`config.mk`:
```
export PLATFORM = sky130hd
export DESIGN_NAME = h_bridge_driver_flat
export DESIGN_NICKNAME = d
export VERILOG_FILES = /design/src/rtl/hbridge_pkg.sv /design/src/rtl/h_bridge_driver_if.sv /design/src/rtl/hbridge_channel.sv /design/src/rtl/h_bridge_driver.sv /design/src/flat_wrapper.sv
export SDC_FILE = /design/constraint.sdc
export NUM_CORES = 1
export LEC_CHECK = 0
export CORE_MARGIN = 2
export CORE_UTILIZATION = 40
export DETAILED_ROUTE_END_ITERATION = 6
export MAX_ROUTING_LAYER = met4
export PLACE_DENSITY_LB_ADDON = 0.2
export SYNTH_ARGS = -nofsm -noshare
export SYNTH_HDL_FRONTEND = slang
export SYNTH_SLANG_ARGS = --single-unit
```
`constraint.sdc`:
```
create_clock -name clock -period 2.15 [get_ports clock]
set_input_delay 0.5375 -clock clock [delete_from_list [all_inputs] [get_ports clock]]
set_output_delay 0.5375 -clock clock [all_outputs]
set_load 0.005 [all_outputs]
```
`src/rtl/hbridge_pkg.sv`:
```
// Shared types and direction codes for the H-bridge output stage.
package hbridge_pkg;

    typedef enum logic [1:0] {
        StIdle,
        StDrive,
        StBrake,
        StDead
    } ch_state_e;

    localparam logic [1:0] DIR_COAST = 2'b00;
    localparam logic [1:0] DIR_REV   = 2'b01;
    localparam logic [1:0] DIR_FWD   = 2'b10;
    localparam logic [1:0] DIR_BRAKE = 2'b11;

    // True for the two codes that actually push current through the motor.
    function automatic logic is_drive(input logic [1:0] dir);
        return (dir == DIR_FWD) || (dir == DIR_REV);
    endfunction

endpackage

```
`src/rtl/h_bridge_driver_if.sv`:
```
// Request/feedback bundle between the movement stages and the bridge driver.
interface h_bridge_driver_if;

    logic       enable;
    logic [3:0] requestINs;
    logic [7:0] duty;
    logic [3:0] hbridgeINs;
    logic       ENA;
    logic       ENB;
    logic [3:0] presentINs;
    logic       busy;

    modport master (
        output enable, requestINs, duty,
        input  hbridgeINs, ENA, ENB, presentINs, busy
    );

    modport slave (
        input  enable, requestINs, duty,
        output hbridgeINs, ENA, ENB, presentINs, busy
    );

endinterface

```
`src/rtl/hbridge_channel.sv`:
```
// One bridge channel: state machine, dead-time counter and registered IN/EN pins.
module hbridge_channel
    import hbridge_pkg::*;
#(
    parameter int unsigned DEAD_CYCLES = 5000
) (
    input  logic       clk_i,
    input  logic       rst_ni,
    input  logic [1:0] req_i,
    input  logic       pwm_on_i,
    output logic [1:0] in_o,
    output logic       en_o,
    output logic       dead_o
);

    localparam int unsigned CntW = $clog2(DEAD_CYCLES + 1);
    localparam logic [CntW-1:0] CntLoad = CntW'(DEAD_CYCLES - 1);

    ch_state_e       state_q, state_d;
    logic [CntW-1:0] cnt_q, cnt_d;
    logic [1:0]      in_q, in_d;
    logic            en_q, en_d;

    // Next state, dead-time count and the pin values for that next state.
    always_comb begin
        state_d = state_q;
        cnt_d   = cnt_q;
        in_d    = DIR_COAST;
        en_d    = 1'b0;

        unique case (state_q)
            StIdle, StBrake: begin
                if (is_drive(req_i)) begin
                    state_d = StDrive;
                end else if (req_i == DIR_BRAKE) begin
                    state_d = StBrake;
                end else begin
                    state_d = StIdle;
                end
            end
            StDrive: begin
                // in_q holds the direction being driven.
                if (req_i != in_q) begin
                    state_d = StDead;
                    cnt_d   = CntLoad;
                end
            end
            StDead: begin
                if (cnt_q == '0) begin
                    if (is_drive(req_i)) begin
                        state_d = StDrive;
                    end else if (req_i == DIR_BRAKE) begin
                        state_d = StBrake;
                    end else begin
                        state_d = StIdle;
                    end
                end else begin
                    cnt_d = cnt_q - CntW'(1);
                end
            end
            default: state_d = StIdle;
        endcase

        unique case (state_d)
            StDrive: begin
                in_d = req_i;
                en_d = pwm_on_i;
            end
            StBrake: begin
                in_d = DIR_BRAKE;
                en_d = 1'b1;
            end
            default: begin
                in_d = DIR_COAST;
                en_d = 1'b0;
            end
        endcase
    end

    // Channel state and output registers.
    always_ff @(posedge clk_i or negedge rst_ni) begin
        if (!rst_ni) begin
            state_q <= StIdle;
            cnt_q   <= '0;
            in_q    <= DIR_COAST;
            en_q    <= 1'b0;
        end else begin
            state_q <= state_d;
            cnt_q   <= cnt_d;
            in_q    <= in_d;
            en_q    <= en_d;
        end
    end

    assign in_o   = in_q;
    assign en_o   = en_q;
    assign dead_o = (state_d == StDead);

endmodule

```
`src/rtl/h_bridge_driver.sv`:
```
// Dual H-bridge output stage: input registers, shared PWM and two channel FSMs.
module h_bridge_driver
    import hbridge_pkg::*;
#(
    parameter int unsigned DEAD_CYCLES = 5000,
    parameter int unsigned PWM_DIV     = 10
) (
    input logic              clock,
    input logic              reset_n,
    h_bridge_driver_if.slave bus
);

    localparam int unsigned PreW = $clog2(PWM_DIV + 1);
    localparam logic [PreW-1:0] PreLast = PreW'(PWM_DIV - 1);

    logic [3:0]      req_q, req_d;
    logic            en_q, en_d;
    logic [PreW-1:0] presc_q, presc_d;
    logic [7:0]      pwm_cnt_q, pwm_cnt_d;
    logic [7:0]      duty_q, duty_d;
    logic            busy_q, busy_d;

    logic       pwm_on;
    logic [1:0] eff_l, eff_r;
    logic [1:0] in_l, in_r;
    logic       en_l, en_r;
    logic       dead_l, dead_r;

    // Input capture, prescaler and PWM counter; duty only changes on a wrap to 0.
    always_comb begin
        req_d     = bus.requestINs;
        en_d      = bus.enable;
        presc_d   = presc_q + PreW'(1);
        pwm_cnt_d = pwm_cnt_q;
        duty_d    = duty_q;
        busy_d    = dead_l | dead_r;
        if (presc_q == PreLast) begin
            presc_d   = '0;
            pwm_cnt_d = pwm_cnt_q + 8'd1;
            if (pwm_cnt_q == 8'hFF) begin
                duty_d = bus.duty;
            end
        end
    end

    // Top-level registers.
    always_ff @(posedge clock or negedge reset_n) begin
        if (!reset_n) begin
            req_q     <= '0;
            en_q      <= 1'b0;
            presc_q   <= '0;
            pwm_cnt_q <= '0;
            duty_q    <= '0;
            busy_q    <= 1'b0;
        end else begin
            req_q     <= req_d;
            en_q      <= en_d;
            presc_q   <= presc_d;
            pwm_cnt_q <= pwm_cnt_d;
            duty_q    <= duty_d;
            busy_q    <= busy_d;
        end
    end

    assign pwm_on = (pwm_cnt_q < duty_q);
    assign eff_l  = en_q ? req_q[3:2] : DIR_COAST;
    assign eff_r  = en_q ? req_q[1:0] : DIR_COAST;

    hbridge_channel #(
        .DEAD_CYCLES(DEAD_CYCLES)
    ) u_left (
        .clk_i   (clock),
        .rst_ni  (reset_n),
        .req_i   (eff_l),
        .pwm_on_i(pwm_on),
        .in_o    (in_l),
        .en_o    (en_l),
        .dead_o  (dead_l)
    );

    hbridge_channel #(
        .DEAD_CYCLES(DEAD_CYCLES)
    ) u_right (
        .clk_i   (clock),
        .rst_ni  (reset_n),
        .req_i   (eff_r),
        .pwm_on_i(pwm_on),
        .in_o    (in_r),
        .en_o    (en_r),
        .dead_o  (dead_r)
    );

    assign bus.hbridgeINs = {in_l, in_r};
    assign bus.presentINs = {in_l, in_r};
    assign bus.ENA        = en_l;
    assign bus.ENB        = en_r;
    assign bus.busy       = busy_q;

endmodule

```
`src/flat_wrapper.sv`:
```
// flat-port wrapper written by rule: the top's interface ports become plain ports
module h_bridge_driver_flat import hbridge_pkg::*;
#(
    parameter int unsigned DEAD_CYCLES = 5000,
    parameter int unsigned PWM_DIV     = 10
)
  (clock, reset_n, bus_enable, bus_requestINs, bus_duty, bus_hbridgeINs, bus_ENA, bus_ENB, bus_presentINs, bus_busy);
  h_bridge_driver_if bus_i ();
  input logic clock;
  input logic reset_n;
  input wire logic [$bits(bus_i.enable)-1:0] bus_enable;
  input wire logic [$bits(bus_i.requestINs)-1:0] bus_requestINs;
  input wire logic [$bits(bus_i.duty)-1:0] bus_duty;
  output wire logic [$bits(bus_i.hbridgeINs)-1:0] bus_hbridgeINs;
  output wire logic [$bits(bus_i.ENA)-1:0] bus_ENA;
  output wire logic [$bits(bus_i.ENB)-1:0] bus_ENB;
  output wire logic [$bits(bus_i.presentINs)-1:0] bus_presentINs;
  output wire logic [$bits(bus_i.busy)-1:0] bus_busy;
  assign bus_i.enable = bus_enable;
  assign bus_i.requestINs = bus_requestINs;
  assign bus_i.duty = bus_duty;
  assign bus_hbridgeINs = bus_i.hbridgeINs;
  assign bus_ENA = bus_i.ENA;
  assign bus_ENB = bus_i.ENB;
  assign bus_presentINs = bus_i.presentINs;
  assign bus_busy = bus_i.busy;
  h_bridge_driver #(.DEAD_CYCLES(DEAD_CYCLES), .PWM_DIV(PWM_DIV)) u_core (.clock(clock), .reset_n(reset_n), .bus(bus_i));
endmodule
```
# Word-level counts from Yosys, hierarchy flattened
# Cells that the tools add are included.
dict set report word_totals {
  elab_cells 82
  input_bits 15
  output_inout_bits 11
  reg_bits 62
}
dict set report classes {
  muxes 23
  magnitude_cmp 1
  eq_ne 26
  reduce_logical 13
  bitwise 1
  addsub 4
}
# op count
set ops {}
lappend ops {{2-to-1 mux 13 bit} 4}
lappend ops {{case mux 13 bit (2 select lines)} 2}
lappend ops {{logical NOT 13 bit} 2}
lappend ops {{subtractor 13 x 1 -> 13 bit (second input constant)} 2}
lappend ops {{equality test 2 bit (second input constant)} 12}
lappend ops {{2-to-1 mux 2 bit} 10}
lappend ops {{equality test 2 x 1 -> 1 bit (second input constant)} 6}
lappend ops {{case mux 2 bit (3 select lines)} 2}
lappend ops {{adder 8 x 1 -> 8 bit (second input constant)} 1}
lappend ops {{equality test 8 bit (second input constant)} 1}
lappend ops {{< comparator 8 bit} 1}
lappend ops {{!= test 2 bit (second input constant)} 4}
lappend ops {{case mux 2 bit (2 select lines)} 2}
lappend ops {{AND reduction 3 bit} 2}
lappend ops {{adder 4 x 1 -> 4 bit (second input constant)} 1}
lappend ops {{equality test 4 bit (second input constant)} 1}
lappend ops {{logical NOT 2 bit} 2}
lappend ops {{2-to-1 mux 4 bit} 1}
lappend ops {{!= test 2 bit} 2}
lappend ops {{case mux 1 bit (2 select lines)} 2}
lappend ops {{nonzero test 2 bit} 2}
lappend ops {{OR reduction 2 bit} 2}
lappend ops {{logical OR 1 bit} 2}
lappend ops {{AND reduction 2 bit} 1}
lappend ops {{OR 1 bit} 1}

# Longest topological paths before layout
# Gate-level depths: netlist (run 1).
dict set report depth {
  word_depth 8
  mapped_depth 12
  ltp_nobuf 11
}

# Hierarchy
# Synthesis (run 1) repeated with hierarchy kept, for this count alone.
dict set report unflattened {
  cells_unflattened 278
  hier_area_um2 3161.8
}
# mod area_per_inst_um2 cells_each instances seq_area_each_um2
set modules_own_cells {}
lappend modules_own_cells {hbridge_channel 978.4 91 2 450.4}
lappend modules_own_cells {h_bridge_driver 1204.9 96 1 650.6}

# Worst setup path after synthesis (run 1)
# No wires, ideal clock.
dict set report synth_path {
  kind {reg-to-reg}
  startpoint {reg u_core.u_right.cnt_q[0]}
  endpoint {reg u_core.u_right.en_q, in the netlist u_core.u_right.en_o}
  arrival_time_ps 2273
  synth_period_minus_slack_ps 2355
  setup_time_ps 82
  setup_slack_ps -205
  required_time_ps 2068
  path_stages_with_launch 12
  path_buffers 1
  cell_sequence {dfrtp_1 inv_1 ha_1 nor4b_1 nand4_1 clkbuf_1 a32o_1 o21a_1 ha_1 nor3b_1 nand2_1 o22ai_1}
}
dict set report synth_via {
  elab_chain_len 5
  word_cells_on_any_way 6
  cone_classes {eq/ne (2); mux (3); reduce/logical (1)}
}
# item line
set synth_rtl {}
lappend synth_rtl {{from (decl)} hbridge_channel.sv:20} ;# logic [CntW-1:0] cnt_q, cnt_d;
lappend synth_rtl {{from (signal assigned)} hbridge_channel.sv:89} ;# cnt_q <= cnt_d;
lappend synth_rtl {{logical NOT 13 bit *} hbridge_channel.sv:49} ;# if (cnt_q == '0) begin
lappend synth_rtl {{2-to-1 mux 2 bit *} hbridge_channel.sv:49}
lappend synth_rtl {{case mux 2 bit (3 select lines) *} hbridge_channel.sv:31} ;# unique case (state_q)
lappend synth_rtl {{net u_core.u_right.state_d[1]} hbridge_channel.sv:19} ;# ch_state_e state_q, state_d;
lappend synth_rtl {{equality test 2 bit or equality test 2 x 1 -> 1 bit (tied branches)} hbridge_channel.sv:64} ;# unique case (state_d)
lappend synth_rtl {{case mux 1 bit (2 select lines) *} hbridge_channel.sv:64}
lappend synth_rtl {{net u_core.u_right.en_d} hbridge_channel.sv:22} ;# logic en_q, en_d;
lappend synth_rtl {{to (signal assigned)} hbridge_channel.sv:91} ;# en_q <= en_d;
lappend synth_rtl {{to (decl)} hbridge_channel.sv:22}
# The timed path passes the listed nets; every way through them passes the cells marked *.
# A chain may end at the register's enable or synchronous reset.

# Final worst setup path (run 1)
dict set report layout_path {
  startpoint {reg u_core.u_left.cnt_q[2]}
  endpoint {reg u_core.u_left.cnt_q[9]}
}
dict set report layout_via {
  elab_chain_len 3
  word_cells_on_any_way 6
  cone_classes {add/sub (1); eq/ne (1); mux (2); reduce/logical (2)}
}
# item line
set layout_rtl {}
lappend layout_rtl {{from (decl)} hbridge_channel.sv:20}
lappend layout_rtl {{from (signal assigned)} hbridge_channel.sv:89}
lappend layout_rtl {{subtractor 13 x 1 -> 13 bit or logical NOT 13 bit (tied branches)} {hbridge_channel.sv:58, hbridge_channel.sv:49}}
lappend layout_rtl {{2-to-1 mux 13 bit or != test 2 bit (tied branches)} --}
lappend layout_rtl {{case mux 13 bit (2 select lines) or AND reduction 3 bit (tied branches)} --}
# Several ways; a longest one is shown, not always the timed one. The select of a mux whose other input is x is not followed.

==> results of run 1 <==
## worst max-delay path, delay by kind of cell (launching register included)
family,cells,cell delay [ns]
simple gates,4,1.25
compound gates,1,0.24
flops,1,0.48
## registers in the layout, indices dropped and copies added (netlist names)
| signal | count |
|---|---|
| u_core.u_left.en_o | 1 |
| u_core.duty_q | 8 |
| u_core.u_right.in_o | 2 |
| u_core.pwm_cnt_q | 8 |
| u_core.u_right.cnt_q | 13 |
| u_core.u_left.state_q | 2 |
| u_core.u_left.in_o | 2 |
| u_core.u_right.state_q | 2 |
| u_core.u_left.cnt_q | 13 |
| u_core.req_q | 4 |
| u_core.bus.busy | 1 |
| u_core.en_q | 1 |
| u_core.u_right.en_o | 1 |
| u_core.presc_q | 4 |
## through the flow
stage | worst slack, ns | utilization (%) | power, mW
finish | 0.0724 | 54.6 | 3.84
global route | -0.0754 | 54.6 | 4.15
CTS | 0.0266 | 53.0 | 3.76
detailed placement | -0.0181 | 50.7 | 2.79
global placement | 0.0324 | 50.7 | 2.77
floorplan | 0.0106 | - | 2.31
## power breakdown
group | leakage, nW | total, mW | internal (mW) | switching, mW
logic | 1.10 | 1.24 | 0.700 | 0.545
clock network | 0.0870 | 0.938 | 0.432 | 0.506
registers | 0.756 | 1.66 | 1.39 | 0.268
total | 1.94 | 3.84 | 2.52 | 1.32
## how the worst max path moves through the flow
stage,end
6_report,u_core.u_left.cnt_q[9]$_DFFE_PN0P_
5_1_grt,u_core.u_right.en_o$_DFF_PN0_
3_5_place_dp,u_core.u_right.en_o$_DFF_PN0_
4_1_cts,u_core.u_right.en_o$_DFF_PN0_
3_3_place_gp,u_core.u_right.en_o$_DFF_PN0_
2_1_floorplan,u_core.u_right.en_o$_DFF_PN0_
## routing by layer
| layer | vias to the layer above | GRT usage (%) |
|---|---|---|
| li1 | 1436 | - |
| met1 | 1351 | 21.8 |
| met2 | 30 | 26.9 |
| met3 | 5 | 3.02 |
| met4 | 0 | 5.20 |
| met5 | - | - |
## synthesized netlist by cell type (all sizes together) (9+ instances only)
| cell | n |
|---|---|
| dfrtp | 62 |
| inv | 22 |
| nand2 | 21 |
| a21oi | 18 |
| ha | 18 |
| nor2 | 16 |
| nand3 | 15 |
| o21ai | 14 |
| nand4 | 12 |
| mux2 | 11 |
| nor4 | 10 |
| nor3 | 9 |
## timing repair
action                     CTS  global route
pin swaps                    0             9
setup endpoints to repair    4            15
hold buffers                 0             0
buffers inserted             0             2
resized for setup            2            24
## cells by family after synthesis
group | Yosys count | synth area share [%]
muxes | 17 | 5.30
AOI/OAI and AO/OA | 75 | 14.8
adders and majority gates | 18 | 6.48
DFF | 62 | 44.7
xor gates and xnor gates | 12 | 3.03
and+or+nand+nor | 124 | 21.1
buffers and inverters | 36 | 4.57
## cell type report
class | count | area, um2 | share of cell area [%]
Tap cell | 105 | 131 | 2.90
Clock inverter | 7 | 55.1 | 1.21
Clock buffer | 9 | 124 | 2.73
Timing Repair Buffer | 78 | 659 | 14.5
Sequential cell | 62 | 1550 | 34.2
Inverter | 22 | 82.6 | 1.82
Multi-Input combinational cell | 246 | 1930 | 42.6
==> key figures, run 1 <==
Power and ir drop
  – Leakage power: 1.94 nW
  – Worst VDD drop: 285 uV
  – Pwr Density: 846 nW/um2

STA
  – Rel. slew slack: 49.8%
  – Worst slew pin tran: 0.747 ns
  – Final Max Tran Viols: 0
  – WHS: 0.120 ns
  – Setup TNS: 0 ns
  – RSZ-0062 raised after global routing: yes
  – Setup violators final: 0
  – Period utilization: 96.6%
  – Final Hold Viols: 0
  – Fmax: 481 MHz
  – Final Skew: 0.0101 ns
  – Fin crit period: 2.08 ns

Drt
  – # DRC: 0
  – M1 WL: 3520 um
  – Vias per cell: 5.33
  – Post-Route WL: 7220 um
  – Drt first pass iters: 4
  – WL per Instance: 13.7 um
  – Antenna-violating nets left: 0
  – Met3 WL: 169 um
  – Top layer in use: met4
  – Initial DRC Count: 132
  – DR WL met2: 3470 um
  – Total number of vias: 2,822

Place
  – Input/output buffers: 25
  – DP Area: 4210 um2
  – Dpl hpwl: 5330 um
  – Placer's final routability congestion estimate: 0.888
  – Placed Cells: 511

Cells and area
  – Non-Filler Instances: 529
  – Most common cell after layout, fill and taps aside: dfrtp_1
  – P&R area growth vs syn: 30.5%
  – Most frequent cells in the layout: dfrtp_1 (62), buf_4 (51), clkdlybuf4s50_1 (24), nand2_1 (20), inv_1 (19)
  – N_diodes: 0
  – Share of layout cells above drive strength 1: 26.2%
  – Filler cells: 738
  – Final nets: 452
  – Final instance area: 4530 um2

Critical path
  – FF-to-FF End: u_core.u_left.cnt_q[9]$_DFFE_PN0P_
  – Critical Path, Cell by Cell: or4_4 -> nor4_4 -> nand2_1 -> o31a_1 -> or3_1
  – Setup crit start: u_core.u_left.cnt_q[2]$_DFFE_PN0P_
  – Crit-path max cell delay: 0.59 ns
  – Req. time, crit path: 2.37 ns
  – Worst reg2reg path depth: 5
  – CP Max Fanout: 8
  – Kind of critical path: flip-flop to flip-flop
  – Startpoint type of the worst setup path: flip-flop
  – CP endpoint kind: flip-flop
  – CP arrival: 2.29 ns
  – Slowest cell on crit path: or4_4
  – Worst r2r src: u_core.u_left.cnt_q[2]$_DFFE_PN0P_
  – Worst R2R Setup Slack: 0.07 ns

Clocking
  – Max clock buf depth: 2
  – Worst-Skew Late Latency: 0.33 ns
  – CTS buffer count: 9
  – CTS clk-pin slew, worst paths: 0.08 ns
  – TritonCTS Sinks: 62
  – H-tree levels: 3
  – CTS Root Cell: clkbuf_8
  – CTS tree: yes

Status
  – Status: completed

Synth
  – Main area contributors after synthesis: dfrtp_1 (45%), ha_1 (6.5%), mux2_2 (3.6%)
  – Yosys Warn Count: 0
  – Register area share after synthesis: 44.7%
  – Syn Area/Cell: 10.1 um2
  – Cell count after synthesis: 344
  – Share of the synthesized area in the top cell type: 44.7%
  – Dominant cell type by area after synthesis: dfrtp_1
  – Ys flop type: dfrtp_1
  – Yosys reg bits: 62
  – Asr flop ratio synth: 100%
  – Syn Nets: 377
  – Netlist cell types: 57
  – Number of flops mapped to enable cells by yosys: 0
  – Synthesized area: 3470 um2

GRT
  – Initial antenna violation count: 0
  – Total gr overflow: 0
  – Total track usage: 16.8%
  – Largest net degree at the start of global routing: 36
  – Number of global-route vias before repair: 2,787
  – First-pass GRT wire length: 12,800 um

Flow run
  – Max cap viols: 0

Floorplan
  – Initial Utilization: 41.9%
  – Die area: 9440 um2
  – FP Rows: 33
  – Die Ht: 97.2 um
  – Die W: 97.2 um
  – Core Box Area: 8300 um2
  – I/O pins: 26

Min path
  – Worst hold path class: primary input to async pin
(Power assumes the default switching activity.)
==> inputs of run 2 (changes only) <==
--- a/config.mk
+++ b/config.mk
@@ -5,8 +5,8 @@
 export SDC_FILE = /design/constraint.sdc
 export NUM_CORES = 1
 export LEC_CHECK = 0
-export CORE_MARGIN = 2
 export CORE_UTILIZATION = 40
+export CTS_CLUSTER_DIAMETER = 60
 export DETAILED_ROUTE_END_ITERATION = 6
 export MAX_ROUTING_LAYER = met4
 export PLACE_DENSITY_LB_ADDON = 0.2
==> key figures, run 2 (same netlist as run 1, synthesis figures left out) <==
GRT
  – Number of global-route vias before repair: 2,686 (-3.6%)
  – Largest net degree at the start of global routing: 32 (-11%)
  – Initial antenna violation count: 0 (unchanged)
  – First-pass GRT wire length: 12,200 um (-4.4%)
  – Total gr overflow: 0 (unchanged)
  – Total track usage: 18.0% (+1.2 points)

Clocking
  – CTS buffer count: 9 (unchanged)
  – TritonCTS Sinks: 62 (unchanged)
  – CTS Root Cell: clkbuf_8
  – CTS clk-pin slew, worst paths: 0.07 ns (about the same)
  – Post-CTS Hold Buffers: 0 (unchanged)
  – H-tree levels: 3 (unchanged)
  – Worst-Skew Late Latency: 0.33 ns (about the same)
  – Max clock buf depth: 2 (unchanged)
  – CTS tree: yes

Cells and area
  – Fin util: 54.4% (-0.20 points)
  – N_diodes: 0 (unchanged)
  – Multi-input gate area: 1880 um2 (-2.4%)
  – Most frequent cells in the layout: dfrtp_1 (60), buf_4 (46), clkdlybuf4s50_1 (24), nand2_1 (20), inv_1 (19)
  – P&R area growth vs syn: 30.1%
  – Register area: 1550 um2 (+0.16%)
  – Filler cells: 743 (+0.68%)
  – Most common cell after layout, fill and taps aside: dfrtp_1
  – Final instance area: 4520 um2 (-0.36%)
  – Share of layout cells above drive strength 1: 25.5% (-0.70 points)
  – Top Registers: u_core.u_left.cnt_q: 13 flops, u_core.u_right.cnt_q: 13 flops
  – Final nets: 448 (-0.88%)

Drt
  – # DRC: 0 (unchanged)
  – Vias per cell: 5.46 (+2.3%)
  – WL per Instance: 13.9 um (+1.7%)
  – Post-Route WL: 7290 um (+0.96%)
  – Initial DRC Count: 110 (-17%)
  – Antenna-violating nets left: 0 (unchanged)
  – Drt first pass iters: 4 (unchanged)
  – Total number of vias: 2,864 (+1.5%)

STA
  – Period utilization: 97.3% (+0.69 points)
  – WHS: 0.181 ns (+0.0617 ns)
  – Worst slew pin tran: 0.775 ns (+0.0273 ns)
  – Setup TNS: 0 ns (unchanged)
  – Setup violators final: 0 (unchanged)
  – Rel. slew slack: 48.0% (-1.8 points)
  – Fmax: 478 MHz (-0.71%)
  – Final Hold Viols: 0 (unchanged)
  – Final Skew: 0.0124 ns (+0.00225 ns)
  – RSZ-0062 raised after global routing: yes
  – Fin crit period: 2.09 ns (+0.0149 ns)
  – Final Max Tran Viols: 0 (unchanged)

Flow run
  – Max cap viols: 0 (unchanged)

Power and ir drop
  – Worst VDD drop: 337 uV (+18%)
  – Pwr Density: 885 nW/um2 (+4.5%)
  – Leakage power: 1.95 nW (+0.26%)

Critical path
  – Worst reg2reg path depth: 9 (+4)
  – Worst r2r src: u_core.u_right.cnt_q[10]$_DFFE_PN0P_
  – Startpoint type of the worst setup path: flip-flop
  – Worst R2R Setup Slack: 0.06 ns (about the same)
  – Req. time, crit path: 2.40 ns (+0.03 ns)
  – CP endpoint kind: flip-flop
  – CP Max Fanout: 4 (-4)
  – FF-to-FF End: u_core.u_right.en_o$_DFF_PN0_
  – Kind of critical path: flip-flop to flip-flop
  – CP arrival: 2.34 ns (+0.05 ns)

Status
  – Status: completed

Floorplan
  – Die Ht: 95.2 um (-2.1%)
  – FP Rows: 33 (unchanged)
  – Die W: 95.2 um (-2.1%)
  – Initial Utilization: 41.9% (unchanged)
  – Core Box Area: 8300 um2 (unchanged)
  – Die area: 9060 um2 (-4.1%)
  – I/O pins: 26 (unchanged)

Place
  – DP Area: 4190 um2 (-0.48%)
  – Input/output buffers: 25 (unchanged)
  – Dpl hpwl: 5380 um (+0.83%)
  – Placer's final routability congestion estimate: 0.824 (-7.2%)

Min path
  – Worst hold path class: primary input to async pin
-- run 2: stage by stage --
step / worst slack [ns] / std cells / total power [mW]
after floorplan: 0.0106 / 344 / 2.31
after global placement: -0.00511 / 505 / 2.77
after detailed placement: -0.0399 / 505 / 2.80
after CTS: 0.0204 / 522 / 3.96
after global routing: -0.0441 / 525 / 4.26
final: 0.0575 / 525 / 4.00
-- run 2: critical path: stages (launching register included) --
cell and delay (ns):
dfrtp_1 0.41, nor4_4 0.30, buf_4 0.16, nand4_1 0.17, a32o_1 0.27, o21a_2 0.15
ha_4 0.22, nor3b_2 0.15, nand2_1 0.07, o22ai_1 0.11
-- run 2: metal layers --
layer  share of wire (%)  track usage [%]
met5                   0                -
met4                 1.1             5.93
met3                 3.1             3.27
met2                  49             28.6
met1                  47             23.1
-- run 2: cell type report --
type | count | area share (%)
flip-flops and latches | 62 | 34.4
repair buffers | 74 | 14.4
well taps | 105 | 2.91
inverters | 22 | 1.83
multi-input cells | 246 | 41.7
clock inverters | 4 | 1.55
clock buffers | 12 | 3.21
-- run 2: where the power goes --
group	switching [mW]	internal, mW
Sequential	0.247	1.39
Clock	0.443	0.682
Combinational	0.550	0.681
Total	1.24	2.76
-- run 2: timing repair --
action	4_1_cts	5_1_grt
setup buffers	1	3
pin swaps	2	9
gates resized for setup	4	18
endpoints found under the setup margin	3	9
-- run 2: worst max path at each step --
stage                                         start                             to  slack, ns  cells past startpoint
3_3_place_gp    u_core.u_right.cnt_q[8]$_DFFE_PN0P_  u_core.u_right.en_o$_DFF_PN0_     -0.005                      9
4_1_cts        u_core.u_right.cnt_q[10]$_DFFE_PN0P_  u_core.u_right.en_o$_DFF_PN0_       0.02                      9
2_1_floorplan   u_core.u_right.cnt_q[0]$_DFFE_PN0P_  u_core.u_right.en_o$_DFF_PN0_       0.01                     11
5_1_grt        u_core.u_right.cnt_q[10]$_DFFE_PN0P_  u_core.u_right.en_o$_DFF_PN0_      -0.04                      9
6_report       u_core.u_right.cnt_q[10]$_DFFE_PN0P_  u_core.u_right.en_o$_DFF_PN0_       0.06                      9
3_5_place_dp     u_core.u_left.cnt_q[1]$_DFFE_PN0P_   u_core.u_left.en_o$_DFF_PN0_      -0.04                     10
